File: src/rtl/cia_pkg.sv
// Shared helpers for the pipelined carry-increment adder: block-count function and
// the stage-1 control record. Signed-overflow fields exist only with CIA_PIPE_OVF_EN.
package cia_pkg;

  function automatic int nblk(input int w, input int b);
    return w / b;
  endfunction

  typedef struct packed {
    logic valid;
`ifdef CIA_PIPE_OVF_EN
    logic a_msb;
    logic b_msb;
`endif
  } cia_s1_ctl_t;

endpackage

File: src/rtl/cia_blk.sv
// BLK-bit ripple-carry block used as the stage-1 building unit of the carry-increment adder.
module cia_blk #(
  parameter int BLK = 4
) (
  input  logic [BLK-1:0] a,
  input  logic [BLK-1:0] b,
  input  logic           ci,
  output logic [BLK-1:0] s,
  output logic           co
);

  always_comb begin : ripple
    logic [BLK:0] c;
    c    = '0;
    c[0] = ci;
    s    = '0;
    for (int i = 0; i < BLK; i++) begin
      s[i]   = a[i] ^ b[i] ^ c[i];
      c[i+1] = (a[i] & b[i]) | (c[i] & (a[i] ^ b[i]));
    end
    co = c[BLK];
  end

endmodule

File: src/rtl/cia_pipe_adder.sv
// Two-stage pipelined carry-increment adder/subtractor with valid/ready on both sides.
// Optional signed-overflow output is enabled by defining CIA_PIPE_OVF_EN.
module cia_pipe_adder
  import cia_pkg::*;
#(
  parameter int WIDTH = 32,
  parameter int BLK   = 4
) (
  input  logic             clk,
  input  logic             rst,
  input  logic             in_valid,
  output logic             in_ready,
  input  logic [WIDTH-1:0] a,
  input  logic [WIDTH-1:0] b,
  input  logic             cin,
  input  logic             sub,
  output logic             out_valid,
  input  logic             out_ready,
  output logic [WIDTH-1:0] sum,
  output logic             cout
`ifdef CIA_PIPE_OVF_EN
  ,
  output logic             ovf
`endif
);

  localparam int NBLK = nblk(WIDTH, BLK);

  if (WIDTH % BLK != 0) begin : g_width_check
    $error("cia_pipe_adder: WIDTH (%0d) must be a multiple of BLK (%0d)", WIDTH, BLK);
  end

  logic [WIDTH-1:0] b_eff;
  logic             c0;
  logic [WIDTH-1:0] blk_s;
  logic [NBLK-1:0]  blk_co;

  logic [WIDTH-1:0] bs_d, bs_q;
  logic [NBLK-1:0]  gc_d, gc_q;
  cia_s1_ctl_t      s1_d, s1_q;

  logic [WIDTH-1:0] sum_d, sum_q;
  logic             cout_d, cout_q;
  logic             out_valid_d, out_valid_q;
`ifdef CIA_PIPE_OVF_EN
  logic             ovf_d, ovf_q;
`endif

  logic st2_adv;
  logic accept;

  always_comb begin
    b_eff = sub ? ~b : b;
    c0    = sub ? 1'b1 : cin;
  end

  // Every block sums with carry-in 0 except block 0, which takes the conditioned carry.
  for (genvar k = 0; k < NBLK; k++) begin : g_blk
    cia_blk #(.BLK(BLK)) u_blk (
      .a  (a[k*BLK +: BLK]),
      .b  (b_eff[k*BLK +: BLK]),
      .ci ((k == 0) ? c0 : 1'b0),
      .s  (blk_s[k*BLK +: BLK]),
      .co (blk_co[k])
    );
  end

  always_comb begin
    st2_adv  = s1_q.valid && (!out_valid_q || out_ready);
    in_ready = !s1_q.valid || st2_adv;
    accept   = in_valid && in_ready;
  end

  always_comb begin
    s1_d = s1_q;
    bs_d = bs_q;
    gc_d = gc_q;
    if (in_ready) s1_d.valid = in_valid;
    if (accept) begin
      bs_d = blk_s;
      gc_d = blk_co;
`ifdef CIA_PIPE_OVF_EN
      s1_d.a_msb = a[WIDTH-1];
      s1_d.b_msb = b_eff[WIDTH-1];
`endif
    end
  end

  // Increment chain: a block can either generate or receive a carry, never both, so OR suffices.
  always_comb begin : resolve
    logic [WIDTH-1:0] res;
    logic             rc;
    res = bs_q;
    rc  = gc_q[0];
    for (int k = 1; k < NBLK; k++) begin
      res[k*BLK +: BLK] = bs_q[k*BLK +: BLK] + BLK'(rc);
      rc = gc_q[k] | (rc & (&bs_q[k*BLK +: BLK]));
    end

    out_valid_d = out_valid_q;
    sum_d       = sum_q;
    cout_d      = cout_q;
`ifdef CIA_PIPE_OVF_EN
    ovf_d       = ovf_q;
`endif
    if (st2_adv) begin
      out_valid_d = 1'b1;
      sum_d       = res;
      cout_d      = rc;
`ifdef CIA_PIPE_OVF_EN
      ovf_d       = (s1_q.a_msb == s1_q.b_msb) && (res[WIDTH-1] != s1_q.a_msb);
`endif
    end else if (out_ready) begin
      out_valid_d = 1'b0;
    end
  end

  always_ff @(posedge clk) begin
    if (rst) begin
      s1_q        <= '0;
      bs_q        <= '0;
      gc_q        <= '0;
      out_valid_q <= 1'b0;
      sum_q       <= '0;
      cout_q      <= 1'b0;
`ifdef CIA_PIPE_OVF_EN
      ovf_q       <= 1'b0;
`endif
    end else begin
      s1_q        <= s1_d;
      bs_q        <= bs_d;
      gc_q        <= gc_d;
      out_valid_q <= out_valid_d;
      sum_q       <= sum_d;
      cout_q      <= cout_d;
`ifdef CIA_PIPE_OVF_EN
      ovf_q       <= ovf_d;
`endif
    end
  end

  assign out_valid = out_valid_q;
  assign sum       = sum_q;
  assign cout      = cout_q;
`ifdef CIA_PIPE_OVF_EN
  assign ovf       = ovf_q;
`endif

endmodule
File: config.mk
export PLATFORM = sky130hd
export DESIGN_NAME = cia_pipe_adder
export DESIGN_NICKNAME = d
export VERILOG_FILES = /design/src/rtl/cia_pkg.sv /design/src/rtl/cia_blk.sv /design/src/rtl/cia_pipe_adder.sv
export SDC_FILE = /design/constraint.sdc
export NUM_CORES = 1
export LEC_CHECK = 0
export BUFFER_PORTS_ARGS = -buffer_cell sky130_fd_sc_hd__buf_2
export CAP_MARGIN = 10
export CORE_MARGIN = 2
export CORE_UTILIZATION = 33
export CTS_BUF_LIST = sky130_fd_sc_hd__clkbuf_16
export CTS_CLUSTER_SIZE = 12
export DETAILED_ROUTE_END_ITERATION = 16
export PLACE_DENSITY_LB_ADDON = 0.3
export SLEW_MARGIN = 15
export SYNTH_ARGS = -nofsm -noshare
export SYNTH_HDL_FRONTEND = slang
export SYNTH_SLANG_ARGS = --single-unit
File: constraint.sdc
create_clock -name clk -period 3.2 [get_ports clk]
set_input_delay 0.48 -clock clk [delete_from_list [all_inputs] [get_ports clk]]
set_output_delay 0.48 -clock clk [all_outputs]
set_load 0.01 [all_outputs]
==> results of run 1 <==
[kinds of logic (layout without fill, tap and decap cells)]
kind of cell             Yosys count  after routing
flip-flops                        75             75
adder cells (fa/ha/maj)           46             46
AO/OA/AOI/OAI                     83             83
AND/OR/NAND/NOR                  149            149
multiplexers                       1              1
XOR/XNOR                          46             46
buffers and inverters             53            151
[placed cells by master, fill, tap and decap left out, types with 3 or more instances in the layout]
| master | count |
|---|---|
| and4_1 | 3 |
| clkbuf_16 | 9 |
| xor2_1 | 29 |
| nand3_1 | 6 |
| ha_1 | 21 |
| a211oi_2 | 10 |
| inv_1 | 26 |
| buf_4 | 4 |
| a211oi_1 | 14 |
| a21oi_1 | 50 |
| nor2_1 | 28 |
| buf_2 | 104 |
| xnor2_1 | 17 |
| nand2_1 | 98 |
| dfxtp_1 | 75 |
| a21o_1 | 3 |
| fa_1 | 25 |
[report_power, final]
group          switching [µW]  internal (µW)
Sequential               62.2           1010
Clock                     381            593
Combinational             263            215
[registers in the layout, indices dropped and copies added, names as in the netlist]
| name | flops |
|---|---|
| bs_q | 32 |
| sum | 32 |
| gc_q | 8 |
| cout | 1 |
| out_valid | 1 |
| s1_q | 1 |
[through the flow]
step           total power [µW]  std cells   util
2_1_floorplan              1400        453      -
3_3_place_gp               1560        703  0.395
3_5_place_dp               1580        703  0.395
4_1_cts                    2560        719  0.418
5_1_grt                    2670        719  0.418
6_report                   2530        719  0.418
[critical path, cell delays in order]
cell and delay, ps:
buf_2 150, xnor2_1 150, fa_1 410, fa_1 390, fa_1 370, inv_1 100
fa_1 420, nand2_1 70, a21oi_1 50
[layout make-up]
cell class,instances,area (µm²)
sequential,75,1500
fill,1226,7020
clock inverter,7,60.1
timing repair buffer,110,591
multi-input combinational,325,2360
inverter,25,93.8
clock buffer,9,225
tap,168,210
[metal layers]
layer  vias up  track usage
met3        12       0.0438
li1       1665            -
met2        77        0.225
met1      1471        0.207
met5         -            0
met4         0       0.0546
[worst max path at each step]
stage / from / to / slack [ps]
after floorplan: sub / bs_q[3] / 260
after global placement: sub / bs_q[3] / 510
after detailed placement: sub / bs_q[3] / 470
after CTS: sub / bs_q[3] / 830
after global routing: sub / bs_q[3] / 750
final: sub / bs_q[3] / 820
[Yosys cell counts (all sizes together) (11+ instances only)]
| library cell | number |
|---|---|
| ha | 21 |
| a21oi | 51 |
| clkbuf | 11 |
| dfxtp | 75 |
| xnor2 | 17 |
| buf | 17 |
| a211oi | 24 |
| nor2 | 28 |
| nand2 | 99 |
| inv | 25 |
| xor2 | 29 |
| fa | 25 |
==> flow_summary.yaml, run 1 <==
timing:
  whs_ps: 389
  rsz0062_at_grt: "false"
  max_freq_mhz: 420
  final-max-slew-violation-count: 0
  finalHoldViolations: 0
  relSlewSlack: 0.327
  finalSetupTns_ps: 0
  fin_crit_sh: 0.744
  finalCriticalPeriod_ps: 2380
  worst_slew_pin_slew_ps: 1010
  finalSetupViolations: 0
  skew_ps: 7.71
  fin_ws_ps: 821
outcome:
  outcome: "completed"
drt:
  top_layer: "met4"
  dr_wl_met2_um: 4000
  drc: 0
  postRouteAntennaNets: 0
  met3_length_um: 542
  wl_per_cell_um: 13.2
  first_pass_iters: 4
  vias: 3225
  via_per_inst: 4.49
  drt_iter0_markers: 111
  routed_wl_um: 9500
  met1_length_um: 4790
floorplanning:
  io_pins: 105
  num_rows: 40
  start_util: 0.339
  die_w_um: 115
  core_mm2: 0.0121
  die_area_mm2: 0.0133
  die_h_um: 115
worst_setup_path:
  critPathKind: "in -> reg"
  worstSetupEndpointType: "flip-flop"
  required_ps: 3420
  reg2reg_to: "sum[26]"
  critical_path_arrival_ps: 2600
  rr_worst_depth: 9
  r2r-start: "gc_q[2]"
  regToRegSetupSlack_ps: 1140
  worstPathMaxFanout: 5
  worstSetupStartpointType: "input pin"
logic_synthesis:
  ys_seq_area_frac: 0.368
  synth_edf_count: 0
  ys_warn_count: 0
  syn_area_per_cell_um2: 9.02
  synth_xor_area_frac: 0.0987
  synthCells: 453
  yosys-mux-area-fraction: 0.00245
  synth_top_family_by_area: "adder cells"
  synth_simple_gate_area_frac: 0.153
  ys.flop_type: "dfxtp_1"
  synthTopCellsByArea: "dfxtp_1 37%, fa_1 12%, nand2_1 9.0%"
  synthArstFlopShare: 0
  synth_fa_ha_area_frac: 0.187
  synth_top_area_frac: 0.368
  ys_types: 34
  synth_compound_area_frac: 0.136
  synth_nets: 569
  synth_area_mm2: 0.00408
  yosys_register_bits: 75
  yosysTopAreaCell: "dfxtp_1"
clock_tree:
  postCtsHoldBufs: 0
  cts_buffers: 9
  cts_sinks: 75
  htreeDepth: 3
  cts_tree: "yes"
  cts_setup_buffers: 0
  clk_pin_slew_ps: 60
  cts_resized: 0
  clock_latency_ps: 340
  cts-root-buf: "clkbuf_16"
  clockBufferDepth: 2
placed_design:
  numPortBuffers: 104
  place_ws_ps: 475
  placed_cell_area_mm2: 0.00476
  gp_congestion: 0.760
  dpl.hpwl_um: 7320
final_layout:
  design_area_mm2: 0.00505
  areaGrowthSynthToFinish_pct: 23.6
  fin_nets: 662
  diodes: 0
  drive_gt1_frac: 0.254
job:
  drv_cap: 0
global_routing:
  grt_pass1_vias: 3242
  grt_pass1_wl_um: 15600
  overflow: 0
  track_usage: 0.150
  grt_max_degree: 44
  grt_antenna_before_repair: 0
pwr:
  vdd_ir_drop_max_mv: 0.200
  power_density_mw_per_mm2: 501
  cellLeakagePower_uw: 0.00227
worst_hold_path:
  hold_start: "in_valid"
  worstHoldEndpoint: "s1_q"
  worst_hold_path_type: "in -> reg"
  whs_path_depth: 3
(Power assumes the default switching activity.)
==> inputs of run 2 (changes only) <==
==> constraint.sdc (replaced) <==
create_clock -name clk -period 2 [get_ports clk]
set_input_delay 0.3 -clock clk [delete_from_list [all_inputs] [get_ports clk]]
set_output_delay 0.3 -clock clk [all_outputs]
set_load 0.01 [all_outputs]
==> flow_summary.yaml, run 2 (synthesis results as in run 1) <==
pwr:
  cellLeakagePower_uw: 0.00239
  vdd_ir_drop_max_mv: 0.421
  power_switching_uw: 1170
  power_frac_seq: 0.410
  p_sw_frac: 0.280
  p_int_uw: 3000
  power_density_mw_per_mm2: 767
  clkPwrFrac: 0.373
  pwr-share-comb: 0.217
timing:
  skew_ps: 4.48
  max_freq_mhz: 493
  fin_ws_ps: -29.5
  final-max-slew-violation-count: 0
  worst_slew_pin_slew_ps: 1030
  finalHoldViolations: 0
  rsz0062_at_grt: "true"
  fin_crit_sh: 1.01
  finalSetupViolations: 1
  finalCriticalPeriod_ps: 2030
  relSlewSlack: 0.315
final_layout:
  drive_gt1_frac: 0.344
  layout_commonest_cell: "buf_2"
  finalNonFillerCells: 740
  most-common-layout-cells: "102 x buf_2, 98 x nand2_1, 72 x dfxtp_1"
  diodes: 0
  design_area_mm2: 0.00543
  fillCellCount: 1177
  fin_nets: 683
  areaGrowthSynthToFinish_pct: 32.9
drt:
  vias: 3340
  drc: 0
  postRouteAntennaNets: 0
  drt_iter0_markers: 207
  via_per_inst: 4.51
  routed_wl_um: 9850
  first_pass_iters: 4
  wl_per_cell_um: 13.3
worst_setup_path:
  worstPathMaxFanout: 1
  worstSetupStartpointType: "input pin"
  critical_path_arrival_ps: 2230
  critPathKind: "in -> reg"
  worstSetupEndpointType: "flip-flop"
  required_ps: 2200
clock_tree:
  cts_tree: "yes"
  clockBufferDepth: 2
  cts_sinks: 75
  clock_latency_ps: 330
  htreeDepth: 3
  cts-root-buf: "clkbuf_16"
  clk_pin_slew_ps: 60
  cts_buffers: 9
  postCtsHoldBufs: 0
global_routing:
  grt_max_degree: 77
  track_usage: 0.151
  grt_pass1_vias: 3240
  grt_pass1_wl_um: 15700
  overflow: 0
  grt_antenna_before_repair: 0
floorplanning:
  die_w_um: 115
  start_util: 0.339
  die_h_um: 115
  die_area_mm2: 0.0133
  core_mm2: 0.0121
  io_pins: 105
  num_rows: 40
placed_design:
  placed_cell_area_mm2: 0.00492
  dp_cells: 717
  numPortBuffers: 104
  place_ws_ps: -459
  dpl.hpwl_um: 7270
  gp_congestion: 0.777
worst_hold_path:
  worst_hold_path_type: "in -> reg"
job:
  drv_cap: 0
outcome:
  failed_checks: "setup timing"
  outcome: "complete, but fails checks"
run 2: changes by cell type in the layout (fill, tap and decap cells not counted), moves of 4 or more:
| cell | change |
|---|---|
| xor2_1 | -4 |
| buf_12 | +4 |
| buf_4 | +18 |
| fa_1 | -9 |
| inv_1 | -6 |
| ha_1 | -9 |
| ha_2 | +5 |
| inv_2 | +6 |
| xor2_2 | +4 |
| ha_4 | +4 |
| fa_2 | +9 |
run 2: path summary, 6_finish.rpt:
kind                            slack, ps  startpoint  depth (start not counted)      end
worst max-delay path                  -30        b[0]                          9  bs_q[3]
worst min-delay path                  210    in_valid                          3     s1_q
worst max register to register         10     gc_q[2]                          9  sum[26]
worst min register to register        450     sum[12]                          2  sum[12]
run 2: power by group through the flow:
| stage | logic (µW) | registers (µW) | clock network [µW] |
|---|---|---|---|
| floorplan | 519 | 1740 | 0 |
| global placement | 824 | 1730 | 0 |
| detailed placement | 845 | 1730 | 0 |
| CTS | 873 | 1700 | 1590 |
| global route | 1020 | 1720 | 1650 |
| finish | 902 | 1710 | 1550 |
run 2: layer usage:
layer  GRT usage  up-vias  wire [µm]
met5           0        -          0
met3      0.0290       14        491
li1            -     1704          -
met1       0.218     1542       4920
met4      0.0578        0        177
met2       0.223       80       4260
run 2: repair_timing:
action                     in CTS  in global routing
setup endpoints to repair       9                 16
pin swaps                       8                 11
setup buffers                   7                  0
gates resized for setup         9                 33
run 2: per-stage QoR:
step	hold WS, ps	utilization	total power, µW	setup TNS, ps
final	209	0.450	4160	-29.5
after global routing	222	0.450	4400	-520
after CTS	197	0.439	4170	-24.6
after detailed placement	444	0.408	2580	-6920
after global placement	443	0.408	2550	-5670
after floorplan	417	-	2260	-3930
run 2: area by class of cell:
cell class | count | area [µm²] | area share
Timing Repair Buffer | 131 | 807 | 0.149
Clock buffer | 9 | 225 | 0.0415
Multi-Input combinational cell | 325 | 2530 | 0.465
Sequential cell | 75 | 1510 | 0.277
Clock inverter | 7 | 60.1 | 0.0111
Tap cell | 168 | 210 | 0.0387
Inverter | 25 | 93.8 | 0.0173
run 2: critical path, cell delays in order:
cell and delay, ps:
buf_4 130, xnor2_4 120, fa_2 370, fa_2 360, fa_2 350, inv_2 60
fa_1 400, nand2_1 70, a21oi_1 70
==> inputs of run 3 (changes only) <==
--- a/config.mk
+++ b/config.mk
@@ -12,8 +12,9 @@
 export CTS_BUF_LIST = sky130_fd_sc_hd__clkbuf_16
 export CTS_CLUSTER_SIZE = 12
 export DETAILED_ROUTE_END_ITERATION = 16
+export GPL_ROUTABILITY_DRIVEN = 1
 export PLACE_DENSITY_LB_ADDON = 0.3
-export SLEW_MARGIN = 15
+export REMOVE_ABC_BUFFERS = 1
 export SYNTH_ARGS = -nofsm -noshare
 export SYNTH_HDL_FRONTEND = slang
 export SYNTH_SLANG_ARGS = --single-unit
==> flow_summary.yaml, run 3 (synthesis results as in run 1) <==
outcome:
  outcome: "complete, but fails checks"
  failed_checks: "setup timing"
global_routing:
  grt_pass1_wl_um: 16500
  grt_max_degree: 31
  grt_antenna_before_repair: 0
  grt_pass1_vias: 3573
  track_usage: 0.160
  overflow: 0
clock_tree:
  htreeDepth: 3
  cts_sinks: 75
  clockBufferDepth: 2
  clock_latency_ps: 330
  cts-root-buf: "clkbuf_16"
  cts_buffers: 9
  cts_tree: "yes"
  clk_pin_slew_ps: 60
worst_setup_path:
  rr_worst_depth: 9
  worstPathMaxFanout: 2
  worstSetupEndpointType: "flip-flop"
  required_ps: 2250
  critPathKind: "reg -> reg"
  worstSetupStartpointType: "flip-flop"
  critical_path_arrival_ps: 2300
floorplanning:
  core_mm2: 0.0121
  num_rows: 40
  io_pins: 105
  die_w_um: 115
  die_h_um: 115
  die_area_mm2: 0.0133
  start_util: 0.339
final_layout:
  drive_gt1_frac: 0.376
  design_area_mm2: 0.00567
  layout_commonest_cell: "buf_2"
  fillCellCount: 1178
  fin_nets: 694
  areaGrowthSynthToFinish_pct: 38.9
  most-common-layout-cells: "103 x buf_2, 97 x nand2_1, 72 x dfxtp_1"
  diodes: 0
drt:
  routed_wl_um: 10200
  via_per_inst: 4.57
  vias: 3430
  postRouteAntennaNets: 0
  drt_iter0_markers: 175
  wl_per_cell_um: 13.6
  drc: 0
  first_pass_iters: 5
timing:
  final-max-slew-violation-count: 0
  relSlewSlack: 0.591
  rsz0062_at_grt: "true"
  max_freq_mhz: 488
  finalCriticalPeriod_ps: 2050
  skew_ps: 5.73
  fin_crit_sh: 1.02
  finalSetupViolations: 7
  finalHoldViolations: 0
  worst_slew_pin_slew_ps: 614
  fin_ws_ps: -49.8
worst_hold_path:
  whs_path_depth: 3
  worst_hold_path_type: "in -> reg"
pwr:
  vdd_ir_drop_max_mv: 0.368
  power_uw: 4330
  power_density_mw_per_mm2: 764
  cellLeakagePower_uw: 0.00247
job:
  drv_cap: 0
placed_design:
  gp_congestion: 0.789
  numPortBuffers: 104
  placed_cell_area_mm2: 0.00497
  dpl.hpwl_um: 7550
## run 3: cell types whose count changed in the layout (fill, tap and decap cells not counted), moves of 3 or more
cell	previous run	this run
ha_4	4	8
ha_1	12	9
buf_4	22	29
xnor2_2	0	3
inv_2	6	3
## run 3: repair_timing
action	in CTS	in global routing
pin swaps	13	10
buffers inserted	5	1
setup endpoints to repair	14	19
hold buffers	0	0
resized for setup	31	33
gates cloned	1	0
## run 3: path summary, 6_finish.rpt
path              startpoint  endpoint  slack (ps)
setup / recovery     gc_q[1]   sum[26]         -50
hold / removal      in_valid      s1_q         220
setup reg to reg     gc_q[1]   sum[26]         -50
hold reg to reg       sum[5]    sum[5]         460
## run 3: metrics by stage
step	hold slack [ps]	std cells	setup WS, ps	TNS (ps)	utilization
detailed placement	445	728	-520	-7800	0.412
floorplan	365	425	-532	-13630	-
finish	221	751	-49.8	-184	0.470
CTS	210	750	-50.4	-169	0.454
global route	253	751	-116	-1150	0.470
global placement	436	728	-445	-6600	0.412
## run 3: report_power, final
group / switching, µW / total (µW) / internal, µW
combinational: 474 / 920 / 445
clock: 616 / 1700 / 1090
sequential: 93.1 / 1710 / 1620
total: 1180 / 4330 / 3150
## run 3: critical path, stage by stage, from the launching register on
cell,delay (ps)
dfxtp_2,320
or3_4,390
a21oi_4,150
nor3_4,60
a21o_1,190
a21o_1,210
ha_4,180
ha_4,160
xnor2_2,130
a211oi_2,170
## run 3: layout make-up
| cell class | instances | area [µm²] | area share |
|---|---|---|---|
| Tap cell | 168 | 210 | 0.0371 |
| Timing Repair Buffer | 142 | 910 | 0.160 |
| Clock inverter | 7 | 92.6 | 0.0163 |
| Clock buffer | 9 | 225 | 0.0397 |
| Sequential cell | 75 | 1510 | 0.265 |
| Inverter | 25 | 93.8 | 0.0165 |
| Multi-Input combinational cell | 325 | 2640 | 0.465 |
## run 3: per-layer routing
layer,vias to the layer above,part of all wire,global-route usage
met5,-,0,0
met4,0,0.013,0.0506
met3,13,0.055,0.0427
met2,82,0.46,0.262
met1,1614,0.47,0.207
li1,1721,-,-
